`src/rtl/isa_pkg.sv`:
```
// Shared ISA definitions: opcodes, branch condition codes, flag bit positions, fetch FSM states.
// Latency: n/a (constants, types and a pure decode function).
// Backpressure: n/a.
// Used by fetch_branch_unit, branch_cond_eval, decode and the ALU.
package isa_pkg;

    localparam int OPCODE_W = 4;
    localparam int INSTR_W  = 16;

    // Opcodes live in instr[15:12]; 0x0..0x7 are all flag-setting ALU ops.
    localparam logic [OPCODE_W-1:0] OP_ALU_LAST = 4'h7;
    localparam logic [OPCODE_W-1:0] OP_JMP      = 4'hC;
    localparam logic [OPCODE_W-1:0] OP_BR       = 4'hD;
    localparam logic [OPCODE_W-1:0] OP_HALT     = 4'hF;

    // Encoding of an empty IR slot handed to decode.
    localparam logic [INSTR_W-1:0] NOP_INSTR = 16'h0000;

    // Branch condition codes, instr[11:9] of a BR.
    localparam logic [2:0] COND_EQ = 3'd0;
    localparam logic [2:0] COND_NE = 3'd1;
    localparam logic [2:0] COND_LT = 3'd2;
    localparam logic [2:0] COND_GE = 3'd3;
    localparam logic [2:0] COND_CS = 3'd4;
    localparam logic [2:0] COND_CC = 3'd5;
    localparam logic [2:0] COND_MI = 3'd6;
    localparam logic [2:0] COND_AL = 3'd7;

    // Bit positions inside the 4-bit {N,Z,C,V} flags word.
    localparam int FLAG_N = 3;
    localparam int FLAG_Z = 2;
    localparam int FLAG_C = 1;
    localparam int FLAG_V = 0;

    typedef enum logic [1:0] {
        FETCH_RUN   = 2'd0,
        FETCH_STALL = 2'd1,
        FETCH_HALT  = 2'd2
    } fetch_state_e;

    // One-hot-ish classification of an opcode; at most one field is set.
    typedef struct packed {
        logic alu;
        logic br;
        logic jmp;
        logic halt;
    } op_class_t;

    function automatic op_class_t decode_op(input logic [OPCODE_W-1:0] opcode);
        op_class_t cls;
        cls.alu  = (opcode <= OP_ALU_LAST);
        cls.br   = (opcode == OP_BR);
        cls.jmp  = (opcode == OP_JMP);
        cls.halt = (opcode == OP_HALT);
        return cls;
    endfunction

endpackage

```
`src/rtl/branch_cond_eval.sv`:
```
// Evaluates a 3-bit branch condition code against the {N,Z,C,V} flags word.
// Latency: purely combinational, zero cycles.
// Backpressure: none; output is valid whenever inputs are.
// Ports: cond (BR instr[11:9]), flags ({N,Z,C,V}), taken (condition holds).
module branch_cond_eval
    import isa_pkg::*;
(
    input  logic [2:0] cond,
    input  logic [3:0] flags,
    output logic       taken
);

    logic flag_n;
    logic flag_z;
    logic flag_c;
    logic flag_v;

    assign flag_n = flags[FLAG_N];
    assign flag_z = flags[FLAG_Z];
    assign flag_c = flags[FLAG_C];
    assign flag_v = flags[FLAG_V];

    always_comb begin
        taken = 1'b0;
        case (cond)
            COND_EQ: taken = flag_z;
            COND_NE: taken = !flag_z;
            COND_LT: taken = flag_n ^ flag_v;
            COND_GE: taken = !(flag_n ^ flag_v);
            COND_CS: taken = flag_c;
            COND_CC: taken = !flag_c;
            COND_MI: taken = flag_n;
            COND_AL: taken = 1'b1;
            default: taken = 1'b0;
        endcase
    end

endmodule

```
`src/rtl/fetch_branch_unit.sv`:
```
// Fetch control: drives PC enable/branch/jump, owns the flags register, stalls BR on in-flight flag writers.
// Latency: PC controls combinational in the fetch cycle; instruction register 1 cycle; BR stall = pending drain + 1.
// Backpressure: holds the PC (pc_en_po=0) while a BR waits for flags or after HALT; clk_en_pi=0 freezes all state.
// Ports: clk_pi/reset_pi (sync, active-high)/clk_en_pi; pc_pi, instr_pi from PC and ROM; alu_flags_pi/_we_pi from execute;
//        pc_en_po, branch_taken_po, branch_immediate_po, jump_taken_po, jump_immediate_po to the PC;
//        instr_po/instr_valid_po to decode; halted_po status.
module fetch_branch_unit
    import isa_pkg::*;
#(
    parameter int FLAG_CNT_W = 2
)
(
    input  logic                clk_pi,
    input  logic                reset_pi,
    input  logic                clk_en_pi,
    input  logic [15:0]         pc_pi,
    input  logic [INSTR_W-1:0]  instr_pi,
    input  logic [3:0]          alu_flags_pi,
    input  logic                alu_flags_we_pi,
    output logic                pc_en_po,
    output logic                branch_taken_po,
    output logic [5:0]          branch_immediate_po,
    output logic                jump_taken_po,
    output logic [11:0]         jump_immediate_po,
    output logic [INSTR_W-1:0]  instr_po,
    output logic                instr_valid_po,
    output logic                halted_po
);

    localparam logic [FLAG_CNT_W-1:0] PEND_ZERO = '0;
    localparam logic [FLAG_CNT_W-1:0] PEND_ONE  = FLAG_CNT_W'(1);
    localparam logic [FLAG_CNT_W-1:0] PEND_MAX  = {FLAG_CNT_W{1'b1}};

    fetch_state_e            state_q;
    fetch_state_e            state_d;
    logic [FLAG_CNT_W-1:0]   pending_q;
    logic [3:0]              flags_q;
    logic [INSTR_W-1:0]      instr_q;
    logic                    instr_vld_q;

    op_class_t               op_cls;
    logic                    pending_nz;
    logic                    br_blocked;
    logic                    cond_true;
    logic                    ir_load;
    logic                    pend_inc;
    logic                    pend_dec;

    // Control decisions only depend on the instruction, not on where it sits;
    // the PC value is accepted for interface symmetry with the PC block.
    logic                    pc_unused;
    assign pc_unused = ^pc_pi;

    // ------------------------------------------------------------------
    // Decode of the instruction currently presented by the ROM
    // ------------------------------------------------------------------
    assign op_cls     = decode_op(instr_pi[15:12]);
    assign pending_nz = (pending_q != PEND_ZERO);
    // A BR may not read the flags while any flag-setter is still in flight.
    assign br_blocked = op_cls.br && pending_nz;

    branch_cond_eval u_cond_eval (
        .cond  (instr_pi[11:9]),
        .flags (flags_q),
        .taken (cond_true)
    );

    assign branch_immediate_po = instr_pi[5:0];
    assign jump_immediate_po   = instr_pi[11:0];

    // ------------------------------------------------------------------
    // FSM: state register
    // ------------------------------------------------------------------
    always_ff @(posedge clk_pi) begin
        if (reset_pi) begin
            state_q <= FETCH_RUN;
        end else if (clk_en_pi) begin
            state_q <= state_d;
        end
    end

    // ------------------------------------------------------------------
    // FSM: next-state logic
    // ------------------------------------------------------------------
    always_comb begin
        state_d = state_q;
        unique case (state_q)
            FETCH_RUN: begin
                if (op_cls.halt) begin
                    state_d = FETCH_HALT;
                end else if (br_blocked) begin
                    state_d = FETCH_STALL;
                end
            end
            // Release one cycle after the counter reads zero, so the held BR
            // resolves in RUN against flags that include the last write-back.
            FETCH_STALL: begin
                if (!pending_nz) begin
                    state_d = FETCH_RUN;
                end
            end
            FETCH_HALT: begin
                state_d = FETCH_HALT;
            end
            default: begin
                state_d = FETCH_RUN;
            end
        endcase
    end

    // ------------------------------------------------------------------
    // FSM: outputs to the PC
    // ------------------------------------------------------------------
    always_comb begin
        pc_en_po        = 1'b0;
        branch_taken_po = 1'b0;
        jump_taken_po   = 1'b0;
        if (reset_pi) begin
            // Let the PC see its own reset edge; no redirects while resetting.
            pc_en_po = clk_en_pi;
        end else if (clk_en_pi && (state_q == FETCH_RUN) && !br_blocked && !op_cls.halt) begin
            pc_en_po        = 1'b1;
            branch_taken_po = op_cls.br && cond_true;
            jump_taken_po   = op_cls.jmp;
        end
    end

    assign halted_po = (state_q == FETCH_HALT);

    // ------------------------------------------------------------------
    // Instruction register, pending counter and flags register
    // ------------------------------------------------------------------
    // Control instructions are consumed here and never reach decode.
    assign ir_load  = pc_en_po && !reset_pi && !(op_cls.br || op_cls.jmp || op_cls.halt);
    assign pend_inc = ir_load && op_cls.alu;
    assign pend_dec = alu_flags_we_pi;

    always_ff @(posedge clk_pi) begin
        if (reset_pi) begin
            instr_q     <= NOP_INSTR;
            instr_vld_q <= 1'b0;
            pending_q   <= PEND_ZERO;
            flags_q     <= 4'h0;
        end else if (clk_en_pi) begin
            instr_q     <= ir_load ? instr_pi : NOP_INSTR;
            instr_vld_q <= ir_load;

            // Write-back updates the flags even if the counter is already
            // zero (e.g. a writer issued before a reset of this block).
            if (alu_flags_we_pi) begin
                flags_q <= alu_flags_pi;
            end

            // Increment and decrement together cancel; both ends saturate.
            case ({pend_inc, pend_dec})
                2'b10: begin
                    if (pending_q != PEND_MAX) begin
                        pending_q <= pending_q + PEND_ONE;
                    end
                end
                2'b01: begin
                    if (pending_q != PEND_ZERO) begin
                        pending_q <= pending_q - PEND_ONE;
                    end
                end
                default: begin
                    pending_q <= pending_q;
                end
            endcase
        end
    end

    assign instr_po       = instr_q;
    assign instr_valid_po = instr_vld_q;

endmodule

```
`config.mk`:
```
export PLATFORM = sky130hd
export DESIGN_NAME = fetch_branch_unit
export DESIGN_NICKNAME = d
export VERILOG_FILES = /design/src/rtl/isa_pkg.sv /design/src/rtl/branch_cond_eval.sv /design/src/rtl/fetch_branch_unit.sv
export SDC_FILE = /design/constraint.sdc
export NUM_CORES = 1
export LEC_CHECK = 0
export CAP_MARGIN = 10
export CORE_MARGIN = 5
export CORE_UTILIZATION = 37
export CTS_BUF_LIST = sky130_fd_sc_hd__clkbuf_8
export CTS_CLUSTER_DIAMETER = 30
export DETAILED_ROUTE_END_ITERATION = 16
export PLACE_DENSITY = 0.82
export SLEW_MARGIN = 40
export SYNTH_ARGS = -nofsm -noshare
export SYNTH_HDL_FRONTEND = slang
export SYNTH_HIERARCHICAL = 1
export SYNTH_SLANG_ARGS = --single-unit
export TNS_END_PERCENT = 10
```
`constraint.sdc`:
```
create_clock -name clk_pi -period 2.1 [get_ports clk_pi]
set_input_delay 0.21 -clock clk_pi [delete_from_list [all_inputs] [get_ports clk_pi]]
set_output_delay 0.21 -clock clk_pi [all_outputs]
set_load 0.01 [all_outputs]
```
==> impl_metrics.env, run 1 <==
export IMPL_status="completed"
export IMPL_mostFrequentLayoutCells="57 x clkdlybuf4s50_1, 25 x dfxtp_1, 22 x nor2_1"
export IMPL_syn_avg_cell_area_um2=8.644
export IMPL_holdPathEnd="flags_q[2]"
export IMPL_reg2reg_depth=5
export IMPL_async_reset_ff_share_pct=0
export IMPL_slew_violations=0
export IMPL_hold_depth=2
export IMPL_r2r_slack_ps=270
export IMPL_clockBufferDepth=2
export IMPL_cts_sinks=25
export IMPL_cp_start_kind="primary input"
export IMPL_syn_area_um2=1227
export IMPL_syn_nets=182
export IMPL_timing_rr_start="state_q[1]"
export IMPL_routedWlPerCell_um=12.85
export IMPL_cts_root_buf="clkbuf_8"
export IMPL_grt_pass1_vias=1168
export IMPL_start_util_pct=37.37
export IMPL_die_area_um2=4569
export IMPL_min_from="flags_q[2]"
export IMPL_core_rowCount=21
export IMPL_cp_end_kind="primary output"
export IMPL_slew_limit_headroom_pct=81.87
export IMPL_maxCapViolations=0
export IMPL_setup_viol=0
export IMPL_synth_seq_cells=25
export IMPL_yosysTopAreaCellShare_pct=40.77
export IMPL_hold_ws_ps=471.4
export IMPL_cts_setup_buffers=0
export IMPL_grt_max_degree=27
export IMPL_ant_nets=0
export IMPL_routed_via_density=4.910
export IMPL_fin_skew_ps=2.157
export IMPL_drt_initial_drc_count=33
export IMPL_die_y_um=67.60
export IMPL_peakVddDrop_mv=0.2260
export IMPL_cpMostUsedCell="nor2_1"
export IMPL_fin_nets=239
export IMPL_rsz0062_at_grt="no"
export IMPL_cp_startpoint="instr_pi[10]"
export IMPL_drive_above_1_share_pct=12.63
export IMPL_routed_wl_mm=3.136
export IMPL_min_period_over_period_pct=93.96
export IMPL_synth_ff_type="dfxtp_1"
export IMPL_die_w_um=67.60
export IMPL_drc_errors=0
export IMPL_fmax_ghz=0.5068
export IMPL_coreArea_um2=3284
export IMPL_r2r_end="pending_q[0]"
export IMPL_critPathKind="primary input to primary output"
export IMPL_final_min_clock_period_ps=1973
export IMPL_cellLeakagePower_nw=0.7342
export IMPL_powerDensity_nw_per_um2=549.2
export IMPL_ys_warn_count=6
export IMPL_dpl_hpwl_mm=2.429
export IMPL_place_congestion=0.7806
export IMPL_num_vias=1198
export IMPL_fin_util_pct=57.49
export IMPL_ys_types=34
export IMPL_yosysSeqAreaShare_pct=40.77
export IMPL_diodes=0
export IMPL_synthToLayoutAreaGrowth_pct=53.82
export IMPL_io_pins=79
export IMPL_antenna_found_initial=0
export IMPL_worst_pin_slew_ps=271.1
export IMPL_grt_pass1_wl_mm=4.940
export IMPL_mostFrequentLayoutCell="clkdlybuf4s50_1"
export IMPL_cts_tree="done"
export IMPL_cts_buffers_inserted=3
export IMPL_path_clk_slew_ps=90
export IMPL_hold_viol=0
export IMPL_critPathSlowestCell="clkdlybuf4s50_1"
export IMPL_dr_pass1_iters=4
export IMPL_worstPathRequired_ps=1890
export IMPL_critPathArrivalTime_ps=1760
export IMPL_max_stage_delay_ps=470
export IMPL_syn_inst=142
export IMPL_yosys_area_top_type="dfxtp_1"
export IMPL_crit_chain="clkdlybuf4s50_1 -> nor2_1 -> mux2_1 -> a221o_1 -> nand4_1 -> nor2_1 -> dlygate4sd2_1"
export IMPL_cp_max_fo=2
export IMPL_h_tree_depth=1
export IMPL_min_path_type="flop to flop"
export IMPL_numPortBuffers=62
export IMPL_grt_use_total_pct=13.92
export IMPL_ys_top_cells_by_area="dfxtp_1 41%, buf_4 11%, a22oi_1 9.8%"
export IMPL_synth_edf_count=0
export IMPL_overflow=0
export IMPL_clock_latency_ps=270
repair_timing:
action                                  CTS  global route
hold buffers                              0             0
endpoints found under the setup margin    3             0
resized for setup                         6             0
worst max-delay path: cells and delay by family:
family,cells,cell delay [ps]
mux,1,290
compound gates,1,320
simple gates,3,200
buf+inv,2,750
state kept, by name, indices dropped and copies added, names as in the netlist:
name / flops
flags_q: 4
instr_po: 16
instr_valid_po: 1
pending_q: 2
state_q: 2
power breakdown:
group / switching (mW) / leakage, nW / internal (mW)
registers: 0.0101 / 0.204 / 0.492
logic: 0.106 / 0.505 / 0.143
clock network: 0.153 / 0.0255 / 0.133
total: 0.269 / 0.734 / 0.768
kinds of logic (layout without fill, tap and decap cells):
logic type / after synthesis / after routing / share of synthesized area, %
simple gates: 48 / 48 / 18.66
compound gates: 37 / 37 / 22.02
buf+inv: 29 / 85 / 16.21
flops: 25 / 25 / 40.77
xor+xnor: 2 / 2 / 1.427
mux: 1 / 1 / 0.9174
worst max path at each step:
stage                            to  slack (ps)  depth (start not counted)
floorplan              pending_q[0]         390                          5
global placement    branch_taken_po        -200                          7
detailed placement  branch_taken_po        -210                          8
CTS                 branch_taken_po         130                          7
global route               pc_en_po          50                          4
finish              branch_taken_po         130                          7
synth_stat cells (2+ instances only):
library cell and instances:
dfxtp_1 25, nor2_1 22, buf_4 18, a22oi_1 16, a21oi_1 9, nand2_1 7, clkbuf_1 5, nand3_1 5
buf_6 3, nor3_1 3, a211oi_1 2, nand2b_1 2, nand3b_1 2, o21ai_0 2, xnor2_1 2
stage by stage:
step                TNS [ps]  setup slack [ps]  power (mW)  cells  cell area, um^2
floorplan                  0             392.1      0.6386    142             1227
global placement      -421.3            -197.7      0.7609    240             1842
detailed placement    -464.1            -206.5      0.7661    240             1842
CTS                        0             132.6       1.044    244             1888
global route               0             49.80       1.087    244             1888
finish                     0             126.9       1.037    244             1888
final cells by class:
cell class / instances / area [um^2]
fillers: 310 / 1396
multi-input cells: 88 / 534.3
inverters: 2 / 7.507
clock buffers: 3 / 41.29
well taps: 46 / 57.56
repair buffers: 79 / 742.0
clock inverters: 1 / 5.005
flip-flops and latches: 25 / 500.5
metal layers:
layer  up-vias  share of wire, %  GRT usage, %
li1        600                 -             -
met1       552                40         14.74
met2        40                51         26.97
met3         6               7.8         2.995
met4         0               1.2         4.051
met5         -                 0             0
Power figures use the tool's default switching activity.
==> run 2, diff against run 1 <==
- CTS_CLUSTER_SIZE: not set -> 10
==> results of run 2 <==
Same layout as run 1: the final DEF is identical, and so are final timing and power.
==> run 3, diff against run 2 <==
- CORE_UTILIZATION: 37 -> 34
- PLACE_DENSITY: 0.82 -> 0.79
- SLEW_MARGIN: 40 -> 10
- clock period: 2.1 -> 1.8 ns (I/O delays scaled with it)
==> run 3 against run 2 <==
  * Via count increased by 0.58%
  * Sequential cell count unchanged
  * Global-route usage decreased by 1.2 points
  * Sequential power increased by 17%
  * Critical path depth decreased by 2
  * Non-clock buffer count increased by 6
  * Count of clock-buffer cells in the layout unchanged
  * Sequential share of layout area decreased by 0.80 points
  * First-iteration DRC count increased by 91%
  * Register-to-register slack got worse by 230 ps
  * Combinational power increased by 22%
  * Largest power group unchanged
==> impl_metrics.env, run 3 (synthesized netlist as in run 1, its figures left out) <==
export IMPL_status="completed"
export IMPL_r2r_end="pending_q[0]"
export IMPL_drive_above_1_share_pct=18.14
export IMPL_rsz0062_at_grt="yes"
export IMPL_p_switching_mw=0.3203
export IMPL_grt_max_degree=27
export IMPL_critPathArrivalTime_ps=1910
export IMPL_final_cell_count_no_fill=250
export IMPL_clockBufferDepth=2
export IMPL_path_clk_slew_ps=90
export IMPL_cellLeakagePower_nw=0.7847
export IMPL_numPortBuffers=62
export IMPL_dpl_hpwl_mm=2.405
export IMPL_peakVddDrop_mv=0.2662
export IMPL_fin_area_um2=1952
export IMPL_grt_use_total_pct=12.67
export IMPL_grt_pass1_vias=1170
export IMPL_overflow=0
export IMPL_min_period_over_period_pct=97.88
export IMPL_antenna_found_initial=0
export IMPL_crit_end="pending_q[0]"
export IMPL_cts_tree="done"
export IMPL_routedWlPerCell_um=12.57
export IMPL_p_comb_share_pct=24.8
export IMPL_fmax_ghz=0.5676
export IMPL_core_rowCount=21
export IMPL_routed_wl_mm=3.143
export IMPL_place_congestion=0.7718
export IMPL_slew_violations=0
export IMPL_place_ws_ps=-447.9
export IMPL_die_y_um=70.09
export IMPL_io_pins=79
export IMPL_hold_depth=3
export IMPL_num_vias=1205
export IMPL_cts_sinks=25
export IMPL_clock_latency_ps=270
export IMPL_coreArea_um2=3416
export IMPL_r2r_slack_ps=40
export IMPL_dpl_cell_count=245
export IMPL_diodes=0
export IMPL_seqPwrFrac_pct=47.8
export IMPL_grt_pass1_wl_mm=5.257
export IMPL_cts_root_buf="clkbuf_8"
export IMPL_slew_limit_headroom_pct=82.17
export IMPL_worst_pin_slew_ps=267.5
export IMPL_start_util_pct=35.93
export IMPL_routed_via_density=4.820
export IMPL_fin_nets=245
export IMPL_cp_end_kind="flop"
export IMPL_cts_hold_buf=0
export IMPL_fin_skew_ps=2.543
export IMPL_cp_startpoint="state_q[0]"
export IMPL_drt_initial_drc_count=63
export IMPL_hold_ws_ps=305.2
export IMPL_switching_share_pct=26.14
export IMPL_die_w_um=70.09
export IMPL_hold_viol=0
export IMPL_timing_rr_start="state_q[0]"
export IMPL_intPower_mw=0.9049
export IMPL_worstPathRequired_ps=1950
export IMPL_cp_max_fo=5
export IMPL_fin_util_pct=57.14
export IMPL_mostFrequentLayoutCells="55 x clkdlybuf4s50_1, 24 x dfxtp_1, 22 x nor2_1, 22 x buf_4, 16 x a22oi_1"
export IMPL_placed_cell_area_um2=1879
export IMPL_min_path_type="primary input to flop"
export IMPL_setup_viol=0
export IMPL_h_tree_depth=1
export IMPL_ant_nets=0
export IMPL_largest_reg_flops=16
export IMPL_mostFrequentLayoutCell="clkdlybuf4s50_1"
export IMPL_cts_buffers_inserted=3
export IMPL_dr_pass1_iters=6
export IMPL_die_area_um2=4912
export IMPL_critPathKind="flop to flop"
export IMPL_postLayoutSetupSlackWorst_ps=38.18
export IMPL_maxCapViolations=0
export IMPL_reg2reg_depth=5
export IMPL_final_min_clock_period_ps=1762
export IMPL_drc_errors=0
export IMPL_cp_start_kind="flop"
export IMPL_powerDensity_nw_per_um2=627.7
export IMPL_synthToLayoutAreaGrowth_pct=59.02
export IMPL_clock_power_share_pct=27.4
-- run 3: critical path: stages, from the launching register on --
cell     delay, ps
dfxtp_1        320
or4b_4         570
buf_6          150
or4_1          460
nand3_1         80
a21oi_1         70
-- run 3: timing repair --
action,4_1_cts,5_1_grt
setup endpoints to repair,3,4
pin swaps,3,3
buffers inserted,0,1
gates resized for setup,14,7
-- run 3: how the worst min path moves through the flow --
| stage | from | end |
|---|---|---|
| after CTS | instr_pi[10] | instr_po[10] |
| final | instr_pi[14] | instr_po[14] |
| after global placement | flags_q[1] | flags_q[1] |
| after floorplan | instr_pi[0] | instr_po[0] |
| after global routing | instr_pi[14] | instr_po[14] |
| after detailed placement | flags_q[2] | flags_q[2] |
-- run 3: metrics by stage --
stage | power, mW | TNS (ps)
2_1_floorplan | 0.7451 | 0
3_3_place_gp | 0.8953 | -1818
3_5_place_dp | 0.8987 | -2324
4_1_cts | 1.229 | 0
5_1_grt | 1.279 | -57.39
6_report | 1.225 | 0
-- run 3: power by group through the flow --
stage | Combinational, mW | Sequential [mW] | Clock, mW
floorplan | 0.138 | 0.607 | 0
global placement | 0.298 | 0.598 | 0
detailed placement | 0.300 | 0.598 | 0
CTS | 0.300 | 0.586 | 0.343
global route | 0.329 | 0.589 | 0.361
finish | 0.304 | 0.586 | 0.335
-- run 3: layer usage --
metal | share of wire, % | vias to the layer above | global-route usage, %
met4 | 0.38 | 0 | 2.553
met1 | 44 | 548 | 14.60
li1 | - | 611 | -
met5 | 0 | - | 0
met2 | 48 | 44 | 23.40
met3 | 7.3 | 2 | 3.300
-- run 3: cell type report --
type / instances / area (um^2)
clock inverters: 1 / 5.005
well taps: 46 / 57.56
multi-input cells: 88 / 554.3
clock buffers: 3 / 41.29
inverters: 2 / 7.507
flip-flops and latches: 25 / 501.7
fillers: 303 / 1464
repair buffers: 85 / 784.5
